$ cat config.mk
export PLATFORM = sky130hd
export DESIGN_NAME = bus_route_arbiter
export DESIGN_NICKNAME = d
export VERILOG_FILES = /design/src/rtl/bus_route_arbiter.sv
export SDC_FILE = /design/constraint.sdc
export NUM_CORES = 1
export LEC_CHECK = 0
export CAP_MARGIN = 20
export CELL_PAD_IN_SITES_DETAIL_PLACEMENT = 0
export CELL_PAD_IN_SITES_GLOBAL_PLACEMENT = 1
export CORE_MARGIN = 10
export CORE_UTILIZATION = 37
export DETAILED_ROUTE_END_ITERATION = 10
export GPL_TIMING_DRIVEN = 1
export MAX_ROUTING_LAYER = met4
export PLACE_DENSITY = 0.92
export SETUP_SLACK_MARGIN = 0.1
export SYNTH_ARGS = -nofsm -noshare
export SYNTH_HDL_FRONTEND = slang
export SYNTH_SLANG_ARGS = --single-unit
$ cat constraint.sdc
create_clock -name clk -period 2.1 [get_ports clk]
set_clock_uncertainty 0.1 [all_clocks]
set_input_delay 0.21 -clock clk [delete_from_list [all_inputs] [get_ports clk]]
set_output_delay 0.21 -clock clk [all_outputs]
set_load 0.05 [all_outputs]
$ cat src/rtl/bus_route_arbiter.sv
`default_nettype none
// ============================================================================
// Module      : bus_route_arbiter
// Description : Round-robin arbiter that shares one busSwitch command port
//               between R requesters. It validates each route command, forwards
//               legal ones to the switch one at a time, and remembers which
//               requester owns each in-flight route so it can pulse req_done
//               back to that requester when the switch reports completion.
// Revision    : 1.0 - initial release
// ============================================================================
module bus_route_arbiter #(
    parameter int N       = 1,
    parameter int R       = 2,
    parameter int MAX_OUT = 2
) (
    input  logic               clk,
    input  logic               rst,
    input  logic [R*2*N-1:0]   req_cmd,
    input  logic [R-1:0]       req_isReady,
    output logic [R-1:0]       req_canReceive,
    output logic [R-1:0]       req_done,
    output logic [2*N-1:0]     sw_cmd,
    output logic               sw_cmd_isReady,
    input  logic               sw_cmd_canReceive,
    input  logic               sw_done,
    output logic               err_badCmd,
    output logic               err_spurDone,
    output logic               busy
);

    localparam int C_IDW = (R > 1) ? $clog2(R) : 1;
    localparam int C_OW  = $clog2(MAX_OUT + 1);
    localparam int C_PW  = (MAX_OUT > 1) ? $clog2(MAX_OUT) : 1;
    localparam int C_CW  = 2 * N;

    localparam logic [C_OW-1:0]  C_MAX_OUT   = C_OW'(MAX_OUT);
    localparam logic [C_IDW-1:0] C_LAST_ID   = C_IDW'(R - 1);
    localparam logic [C_PW-1:0]  C_LAST_SLOT = C_PW'(MAX_OUT - 1);

    typedef enum logic [0:0] {
        S_IDLE  = 1'b0,
        S_ISSUE = 1'b1
    } state_t;

    // Registered state
    state_t             state_q;
    logic [C_IDW-1:0]   rr_ptr_q;
    logic [C_IDW-1:0]   issue_id_q;
    logic [C_CW-1:0]    sw_cmd_q;
    logic               sw_cmd_isReady_q;
    logic               err_badCmd_q;
    logic [C_OW-1:0]    outstanding_q;
    logic [C_OW-1:0]    outstanding_d;
    logic [C_IDW-1:0]   fifo_q [MAX_OUT];
    logic [C_PW-1:0]    wr_ptr_q;
    logic [C_PW-1:0]    rd_ptr_q;
    logic [R-1:0]       req_done_q;
    logic               err_spurDone_q;

    // Combinational helpers
    logic               w_win_found;
    logic [C_IDW-1:0]   w_win_idx;
    logic [C_IDW-1:0]   w_probe;
    logic [C_CW-1:0]    w_sel_cmd;
    logic [N-1:0]       w_from;
    logic [N-1:0]       w_to;
    logic               w_legal;
    logic               w_accept;
    logic               w_push;
    logic               w_pop;
    logic               w_spur;

    function automatic logic [C_PW-1:0] next_slot(input logic [C_PW-1:0] p);
        return (p == C_LAST_SLOT) ? '0 : p + 1'b1;
    endfunction

    function automatic logic [C_IDW-1:0] next_id(input logic [C_IDW-1:0] id);
        return (id == C_LAST_ID) ? '0 : id + 1'b1;
    endfunction

    // Round-robin search: the lowest offset from rr_ptr with a ready requester
    // wins, so probing from the far end down lets the nearest one overwrite.
    always_comb begin
        w_win_found = 1'b0;
        w_win_idx   = '0;
        w_probe     = '0;
        for (int k = R - 1; k >= 0; k--) begin
            w_probe = C_IDW'((int'(rr_ptr_q) + k) % R);
            if (req_isReady[w_probe]) begin
                w_win_found = 1'b1;
                w_win_idx   = w_probe;
            end
        end
    end

    assign w_sel_cmd = req_cmd[w_win_idx * C_CW +: C_CW];
    assign w_from    = w_sel_cmd[N-1:0];
    assign w_to      = w_sel_cmd[C_CW-1:N];
    assign w_legal   = $onehot(w_from) && (w_to != '0);

    // Acceptance looks at this cycle's count only; a same-cycle completion
    // frees a slot starting next cycle.
    assign w_accept = (state_q == S_IDLE) && w_win_found && (outstanding_q < C_MAX_OUT);
    assign w_push   = (state_q == S_ISSUE) && sw_cmd_canReceive;
    assign w_pop    = sw_done && (outstanding_q != '0);
    assign w_spur   = sw_done && (outstanding_q == '0);

    // Grant goes only to the round-robin winner, and never while reset is high
    always_comb begin
        req_canReceive = '0;
        if (w_accept && !rst) begin
            req_canReceive[w_win_idx] = 1'b1;
        end
    end

    // In-flight count: simultaneous push and pop cancel out
    always_comb begin
        outstanding_d = outstanding_q;
        if (w_push && !w_pop) begin
            outstanding_d = outstanding_q + 1'b1;
        end else if (!w_push && w_pop) begin
            outstanding_d = outstanding_q - 1'b1;
        end
    end

    // Arbitration FSM: accept/validate in IDLE, hold the command in ISSUE until the switch takes it
    always_ff @(posedge clk or posedge rst) begin
        if (rst) begin
            state_q          <= S_IDLE;
            rr_ptr_q         <= '0;
            issue_id_q       <= '0;
            sw_cmd_q         <= '0;
            sw_cmd_isReady_q <= 1'b0;
            err_badCmd_q     <= 1'b0;
        end else begin
            err_badCmd_q <= 1'b0;
            case (state_q)
                S_IDLE: begin
                    if (w_accept) begin
                        rr_ptr_q <= next_id(w_win_idx);
                        if (w_legal) begin
                            sw_cmd_q         <= w_sel_cmd;
                            issue_id_q       <= w_win_idx;
                            sw_cmd_isReady_q <= 1'b1;
                            state_q          <= S_ISSUE;
                        end else begin
                            // Illegal route is consumed and dropped; sw_cmd keeps its last value
                            err_badCmd_q <= 1'b1;
                        end
                    end
                end
                S_ISSUE: begin
                    if (w_push) begin
                        sw_cmd_isReady_q <= 1'b0;
                        state_q          <= S_IDLE;
                    end
                end
                default: begin
                    sw_cmd_isReady_q <= 1'b0;
                    state_q          <= S_IDLE;
                end
            endcase
        end
    end

    // Completion tracking: owner-ID FIFO in issue order, popped on each switch completion
    always_ff @(posedge clk or posedge rst) begin
        if (rst) begin
            outstanding_q  <= '0;
            wr_ptr_q       <= '0;
            rd_ptr_q       <= '0;
            req_done_q     <= '0;
            err_spurDone_q <= 1'b0;
            for (int i = 0; i < MAX_OUT; i++) begin
                fifo_q[i] <= '0;
            end
        end else begin
            req_done_q     <= '0;
            err_spurDone_q <= w_spur;
            outstanding_q  <= outstanding_d;
            if (w_pop) begin
                req_done_q[fifo_q[rd_ptr_q]] <= 1'b1;
                rd_ptr_q                     <= next_slot(rd_ptr_q);
            end
            if (w_push) begin
                fifo_q[wr_ptr_q] <= issue_id_q;
                wr_ptr_q         <= next_slot(wr_ptr_q);
            end
        end
    end

    assign sw_cmd         = sw_cmd_q;
    assign sw_cmd_isReady = sw_cmd_isReady_q;
    assign req_done       = req_done_q;
    assign err_badCmd     = err_badCmd_q;
    assign err_spurDone   = err_spurDone_q;
    assign busy           = (state_q != S_IDLE) || (outstanding_q != '0);

endmodule
`default_nettype wire

; ---- After elaboration in Yosys (flattened, before gate mapping)
; Index checks and enable logic that the tools add are counted.
[classes]
add_sub_neg = 6
mul = 0
n_div = 0
magnitude_cmp = 10
n_eq_ne = 3
shifts = 1
muxes = 36
bitwise_logic = 3
reduce_logical = 22
[op_table]
columns = operator, count
row1 = $mux W1, 26
row2 = $logic_and A1 B1 Y1, 12
row3 = $lt A1 B2 Y1 const B, 4
row4 = $mux W2, 4
row5 = $reduce_and A3 Y1, 2
row6 = $add A1 B1 Y1 const B, 4
row7 = $ge A2 B2 Y1 const B, 2
row8 = $ne A2 B2 Y1 const B, 2
row9 = $not A1 Y2, 2
row10 = $pmux W1 S2, 2
row11 = $reduce_bool A2 Y1, 2
row12 = $shiftx A4 B3 Y2, 1
row13 = $demux W1 S1, 3
row14 = $logic_not A1 Y1, 3
row15 = $add A2 B1 Y2 const B, 1
row16 = $bwmux W2, 1
row17 = $ge A1 B1 Y1 const B, 2
row18 = $logic_not A2 Y1, 1
row19 = $lt A2 B1 Y1 const B, 1
row20 = $lt A2 B2 Y1 const B, 1
row21 = $ne A2 B1 Y1 const B, 1
row22 = $reduce_and A2 Y1, 1
row23 = $sub A2 B1 Y2 const B, 1
row24 = $logic_or A1 B1 Y1, 1
row25 = $not A1 Y1, 1
[totals]
register_bits = 16
latch_bits = 0
ram_bits = 0
mem_bits_ro = 0
in_bits = 10
out_inout_bits = 10
word_cells = 94
mem_count = 0

; ---- Longest topological paths before layout
[logic_depth]
word_depth = 10
mapped_depth = 6
ltp_nobuf = 6

; ---- Worst setup path before layout
; OpenSTA, ideal clock, no wires.
[synth_path]
kind = register to output
start = reg rr_ptr_q
end = out req_canReceive[1]
arrival_ns = 1.998
required_time_ns = 1.790
slack_ns = -0.208
stages_incl_launch_ff = 4
path_buffers = 0
cell_sequence = dfrtp_1 > nand2b_1 > nand2_1 > nor4_1
[synth_via]
elab_chain_cells = 10
word_cells_on_any_way = 18
cone_classes = 1 x add/sub / 2 x order compare / 11 x mux / 4 x reduce/logical
[synth_rtl]
columns = item, line_no
row1 = start: declaration, 47  ; logic [C_IDW-1:0] rr_ptr_q;
row2 = start signal: assignment, 140  ; rr_ptr_q <= next_id(w_win_idx);
row3 = $add A1 B1 Y1, 88  ; w_probe = C_IDW'((int'(rr_ptr_q) + k) % R);
row4 = $mux W1 (implied by the code) (2 in series), 89  ; if (req_isReady[w_probe]) begin
row5 = $mux W1 (2 in series), 89
row6 = $lt A1 B2 Y1 (implied by the code) or $ge A1 B1 Y1 (tied branches), 112  ; req_canReceive[w_win_idx] = 1'b1;
row7 = $logic_and A1 B1 Y1 (implied by the code), 112
row8 = $mux W1 (implied by the code), 112
row9 = $demux W1 S1, 112
row10 = $mux W2 *, 111  ; if (w_accept && !rst) begin
row11 = end: declaration, 20  ; output logic [R-1:0] req_canReceive,
; Mark *: on every way between the ends. The rest lies on a longest branch, timed or not. The select of a mux whose other input is x is not followed.

; ---- Final worst setup path
[layout_path]
start = reg outstanding_q[1]
end = out req_canReceive[0]
[layout_via]
elab_chain_cells = 4
[layout_rtl]
columns = item, line_no
row1 = start: declaration, 52  ; logic [C_OW-1:0] outstanding_q;
row2 = start signal: assignment, 180  ; outstanding_q <= outstanding_d;
row3 = $lt A2 B2 Y1, 103  ; assign w_accept = (state_q == S_IDLE) && w_win_found && (outstanding_q < C_MAX_OUT);
row4 = $logic_and A1 B1 Y1, 103
row5 = $logic_and A1 B1 Y1, 111
row6 = $mux W2, 111
; No other way between the ends.

==> results.yml <==
routing:
  dr_total_vias: 520
  dr.pass1.iters: 2
  via_per_inst: 4.81
  detail-route-antenna-nets: 0
  routed_wirelength_mm: 1.43
  drt_iter0_markers: 4
  drc_errors: 0
  drt-wirelength-per-cell_um: 13.2
logic_synthesis:
  yosysWarningCount: 0
  post-synth-top-count-cell: "dfrtp_1"
  average_cell_area_after_synthesis_sq_um: 11.6
  cell_types_with_the_highest_counts_after_synthesis: "dfrtp_1, nand2_1, nand2b_1, nor2_1, xnor2_1"
  syn_inst: 59
  synth_async_sr_flop_share_pct: 100
  synth_area_leader_cell: "dfrtp_1"
  synth-seq-area-share_pct: 58.3
  synth_enable_flop_cells: 0
  ys_dominant_reg_cell: "dfrtp_1"
  synth.net_count: 70
  synthesis.area_sq_um: 687
  synthTopCellsByArea: "dfrtp_1, xnor2_1, nand2b_1"
  fraction_of_synthesized_cell_area_taken_by_the_top_area_cell_type_pct: 58.3
  synth.distinct_cells: 27
  ys_ff_latch: 16
power_and_ir_drop:
  power_mw: 1.38
  netSwitchingFraction_pct: 41.5
  seqPwrFrac_pct: 39.3
  power_per_unit_of_standard_cell_area_nw_per_um2: 1410
  power.ir.vdd_worst_mv: 0.642
  combinational_share_of_power_pct: 46.2
  power_leakage_nw: 0.416
  clk_pwr_share_pct: 14.5
  power.switching_uw: 573
  cell_internal_pwr_uw: 807
sta:
  final.period_utilization_pct: 85.5
  final-max-slew-violation-count: 0
  timing.fmax_mhz: 557
  setup_repair_after_global_routing_missed_its_margin: "false"
  finalWorstSetupSlack_ns: 0.305
  tightestPinTransition_ns: 0.503
  slew-limit-headroom_pct: 66.4
  final.setup.tns_ns: 0
  finalCriticalPeriod_ns: 1.79
  hold_viol_final: 0
  setup_viol: 0
final_layout:
  fin_area_sq_um: 976
  n_antenna_cell: 0
  nets: 95
  layout-drive-gt1-share_pct: 24.1
  syn2layout_area_growth_pct: 42.1
global_routing:
  number_of_antenna_violations_at_the_first_check_in_global_routing: 0
  grt_overflow: 0
  grt_max_degree: 17
  first_pass_grt_wire_length_mm: 2.48
  via_count_of_the_first_global_routing_pass: 581
  total_grt_usage_pct: 8.21
floorplanning:
  area_enclosed_by_the_die_boundary_sq_um: 3980
  initial_core_utilization_pct: 39.4
  top_level_ports: 20
  die_w_um: 63.1
  core_area_sq_um: 1750
  std_cell_rows: 15
  die-height_um: 63.1
critical_path:
  r2r_cells: 5
  worst-endpoint-arrival_ns: 1.48
  timing.critical_path.from: "outstanding_q[1]"
  path_max_fanout: 6
  worst-setup-path-type: "reg -> out"
  critPathRequiredTime_ns: 1.79
  setup.worst_path.start_class: "register"
  worst_setup_path_end_kind: "output pin"
  regToRegStartpoint: "outstanding_q[1]"
clock_network:
  h-tree-depth: 1
  cts.reportedPaths.clkPinSlew_ns: 0.09
  ctsResizeCount: 0
  cts_tree: "yes"
  cts_root_buffer: "clkbuf_4"
  holdBufCountCts: 0
  cts_post_setup_buffers_inserted: 0
  clock_sinks: 16
  clock_tree.buffer_depth: 2
  worst_skew_pair.late_latency_ns: 0.28
  cts-buffers-inserted: 3
place:
  placement.cell_area_sq_um: 940
  globalplace.congestion: 0.760
  placement.setup.worst_slack_ns: 0.404
  port-buffer-count: 19
  post-dp-hpwl_mm: 1.22
run_status:
  run_status: "finished, final reports clean"
hold_path:
  worst_hold_path_type: "in -> async"
job:
  cap_viol_max_count: 0
[metrics by stage]
step                utilization (%)  cells  hold slack [ns]
floorplan                         -     59           0.0288
global placement               53.8    104            0.350
finish                         55.9    108            0.184
detailed placement             53.8    104            0.353
global route                   55.9    108            0.207
CTS                            55.9    108            0.183
[per-layer routing]
layer	track usage [%]	wire length (um)	vias up
met5	-	0	-
met2	13.7	749	17
met3	4.06	94	2
met1	7.05	565	253
met4	5.87	21	0
li1	-	-	248
[final cells by class]
class,count,area (sq um)
Tap cell,25,31.3
Sequential cell,16,400
Multi-Input combinational cell,40,282
Inverter,3,11.3
Timing Repair Buffer,20,215
Fill cell,156,769
Clock buffer,4,36.3
[layout by cell type, fill, tap and decap left out, types with 3 or more instances in the layout]
master           instances
nand2b_1                 3
nand2_1                  4
nor2_1                   3
clkdlybuf4s50_1         16
xnor2_1                  3
dfrtp_1                 16
clkbuf_4                 3
[path summary, 6_finish.rpt]
kind                       slack [ns]                 to
max                              0.31  req_canReceive[0]
max reg2reg                      0.64   outstanding_q[1]
max in group asynchronous        1.53           rd_ptr_q
min in group clk                 0.37          sw_cmd[0]
min                              0.18          fifo_q[1]
min reg2reg                      0.37          sw_cmd[0]
[critical path, cell delays in order, from the launching register on]
cell and delay (ns):
dfrtp_1 0.48, nor2_2 0.20, o21a_2 0.18, and3_1 0.20, buf_12 0.15
[power by group through the flow]
stage / sequential (mW) / combinational (mW) / clock [mW]
floorplan: 0.677 / 0.299 / 0
global placement: 0.544 / 0.634 / 0
detailed placement: 0.551 / 0.650 / 0
CTS: 0.545 / 0.650 / 0.206
global route: 0.567 / 0.682 / 0.225
finish: 0.542 / 0.638 / 0.200
[state kept, by name, summed over array words and instances (netlist names)]
name,cells
req_done,2
rr_ptr_q,1
err_spurDone,1
rd_ptr_q,1
err_badCmd,1
wr_ptr_q,1
sw_cmd,2
fifo_q,2
state_q,1
sw_cmd_isReady,1
outstanding_q,2
issue_id_q,1
[kinds of logic after synthesis]
kind of cell             Yosys count  synth area share (%)
multiplexers                       3                  5.28
flip-flops                        16                  58.3
adder cells (fa/ha/maj)            1                  1.82
XOR/XNOR                           5                  6.38
buffers and inverters              3                  1.64
AO/OA/AOI/OAI                     11                  10.0
AND/OR/NAND/NOR                   20                  16.6
Power figures use the tool's default switching activity.
==> variant: new RTL, config.mk and constraints unchanged <==
Reset style: synchronous (`rst`), changed in 2 clocked blocks.
--- a/src/rtl/bus_route_arbiter.sv
+++ b/src/rtl/bus_route_arbiter.sv
@@ -124,7 +124,7 @@
     end
 
     // Arbitration FSM: accept/validate in IDLE, hold the command in ISSUE until the switch takes it
-    always_ff @(posedge clk or posedge rst) begin
+    always_ff @(posedge clk) begin
         if (rst) begin
             state_q          <= S_IDLE;
             rr_ptr_q         <= '0;
@@ -164,7 +164,7 @@
     end
 
     // Completion tracking: owner-ID FIFO in issue order, popped on each switch completion
-    always_ff @(posedge clk or posedge rst) begin
+    always_ff @(posedge clk) begin
         if (rst) begin
             outstanding_q  <= '0;
             wr_ptr_q       <= '0;
Formal check against the unedited RTL: differs if rst is asserted again (counterexample within 4 cycles, from zero or initial values and one cycle with rst high); with rst held inactive, the same outputs for 10 cycles.
==> variant against the original RTL <==
Final area increased by 1.4%; worst setup slack got worse by 0.13 ns; sequential cell count increased by 1; power decreased by 23%; routed wire length increased by 5.0%; synthesized cell count increased by 31%; fmax decreased by 6.8%; synthesized area increased by 5.1%.
==> variant: results (changes against the original RTL) <==
** Status
- Status :: complete, no violations (unchanged)

** Power
- Worst VDD drop :: 0.5597 mV (was 0.6422 mV)
- The reported leakage power is 0.3893 nW (was 0.4164 nW).

** Global route
- Pin count of the biggest net entering global routing :: 19 (was 17)
- All-layer global routing usage :: 0.07906 (was 0.08213)
- The global-route wire length before repair is 2587 um (was 2477 um).

** Logic synthesis
- Post-synthesis compound-gate area fraction :: 0.1161 (was 0.1002)
- The post-synthesis async set-or-reset flop share came to 0 (was 1.000).
- The xor/xnor cell area share of the yosys netlist is 0.04853 (was 0.06375).
- Syn Nets :: 88 (was 70)
- The fraction of the yosys area taken by sequential cells is 0.4991 (was 0.5829).
- Leading post-synthesis cells by cell area :: sky130_fd_sc_hd__dfxtp_1 (42%), sky130_fd_sc_hd__edfxtp_1 (8.3%), sky130_fd_sc_hd__xor2_1 (4.9%) (was sky130_fd_sc_hd__dfrtp_1 (58%), sky130_fd_sc_hd__xnor2_1 (3.8%), sky130_fd_sc_hd__nand2b_1 (2.7%))

** Final layout
- The final-layout fill cell count was 164 (was 156).
- Non-filler cells in the finished layout :: 124 (was 108)
- Fraction of final layout cells with drive strength greater than 1 :: 0.1111 (was 0.2410)

** STA
- The transition at the pin with the smallest max-transition slack came to 0.5080 ns (was 0.5025 ns).

** Critical path
- Capture point of the worst reg-to-reg path :: outstanding_q[1]$_SDFFE_PP0P_ (was outstanding_q[1]$_DFFE_PP0P_)
- Critical Path Fanout Max :: 3 (was 6)
- Cell class contributing the biggest share of worst-path delay :: simple AND/OR/NAND/NOR gates (was flip-flops)

** Detailed routing
- Starting DRC count in detailed routing :: 15 (was 4)
- The detail-routed net length per standard cell is 12.10 um (was 13.24 um).

** Placed design
- Final weighted congestion in routability-driven placement :: 0.7447 (was 0.7597)
- Post-placement cell count :: 120 (was 104)
- Post-place instance area :: 964.7 um2 (was 939.7 um2)

** Hold path
- HP Class :: register to register (was primary input to asynchronous set/reset pin)

** Clock tree
- Cts repair resizes :: 1 (was 0)

** Floorplanning
- Die area :: 0.004118 mm2 (was 0.003980 mm2)
## variant: changes by cell type in the layout (fill, tap and decap cells not counted), sizes merged, moves of 3 or more
cell,change
nor3,+4
nor2,+4
xnor2,-3
inv,+3
dfxtp,+15
dfrtp,-16
## variant: kinds of logic (layout without fill, tap and decap cells)
family | count (synthesis) | in the layout
simple gates | 32 | 32
flops | 17 | 17
compound gates | 13 | 13
buf+inv | 9 | 31
xor+xnor | 4 | 4
fa+ha+maj | 1 | 1
mux | 1 | 1
## variant: through the flow
stage / worst slack (ns) / utilization
global placement: 0.1963 / 0.5411
finish: 0.1739 / 0.5551
CTS: 0.1696 / 0.5551
detailed placement: 0.1860 / 0.5411
global route: 0.07474 / 0.5551
floorplan: -0.1174 / -
## variant: cell type report
| type | count | area (um2) | share of cell area |
|---|---|---|---|
| well taps | 25 | 31.28 | 0.03161 |
| multi-input cells | 51 | 325.3 | 0.3287 |
| repair buffers | 21 | 224.0 | 0.2263 |
| flip-flops and latches | 17 | 360.3 | 0.3641 |
| clock buffers | 4 | 26.28 | 0.02655 |
| inverters | 6 | 22.52 | 0.02276 |
## variant: how the worst max path moves through the flow
stage / slack (ns) / start / to
5_1_grt: 0.07 / req_isReady[1] / req_canReceive[0]
4_1_cts: 0.17 / req_isReady[1] / req_canReceive[1]
3_3_place_gp: 0.20 / req_isReady[1] / req_canReceive[0]
3_5_place_dp: 0.19 / req_isReady[1] / req_canReceive[0]
6_report: 0.17 / req_isReady[1] / req_canReceive[1]
2_1_floorplan: -0.12 / outstanding_q[1]$_SDFFE_PP0P_ / req_canReceive[0]
## variant: per-layer routing
metal,up-vias,GRT usage,part of all wire
met5,-,-,0
met4,0,0.04011,0.0053
met3,2,0.02613,0.046
met2,16,0.1256,0.46
met1,255,0.08644,0.48
li1,307,-,-
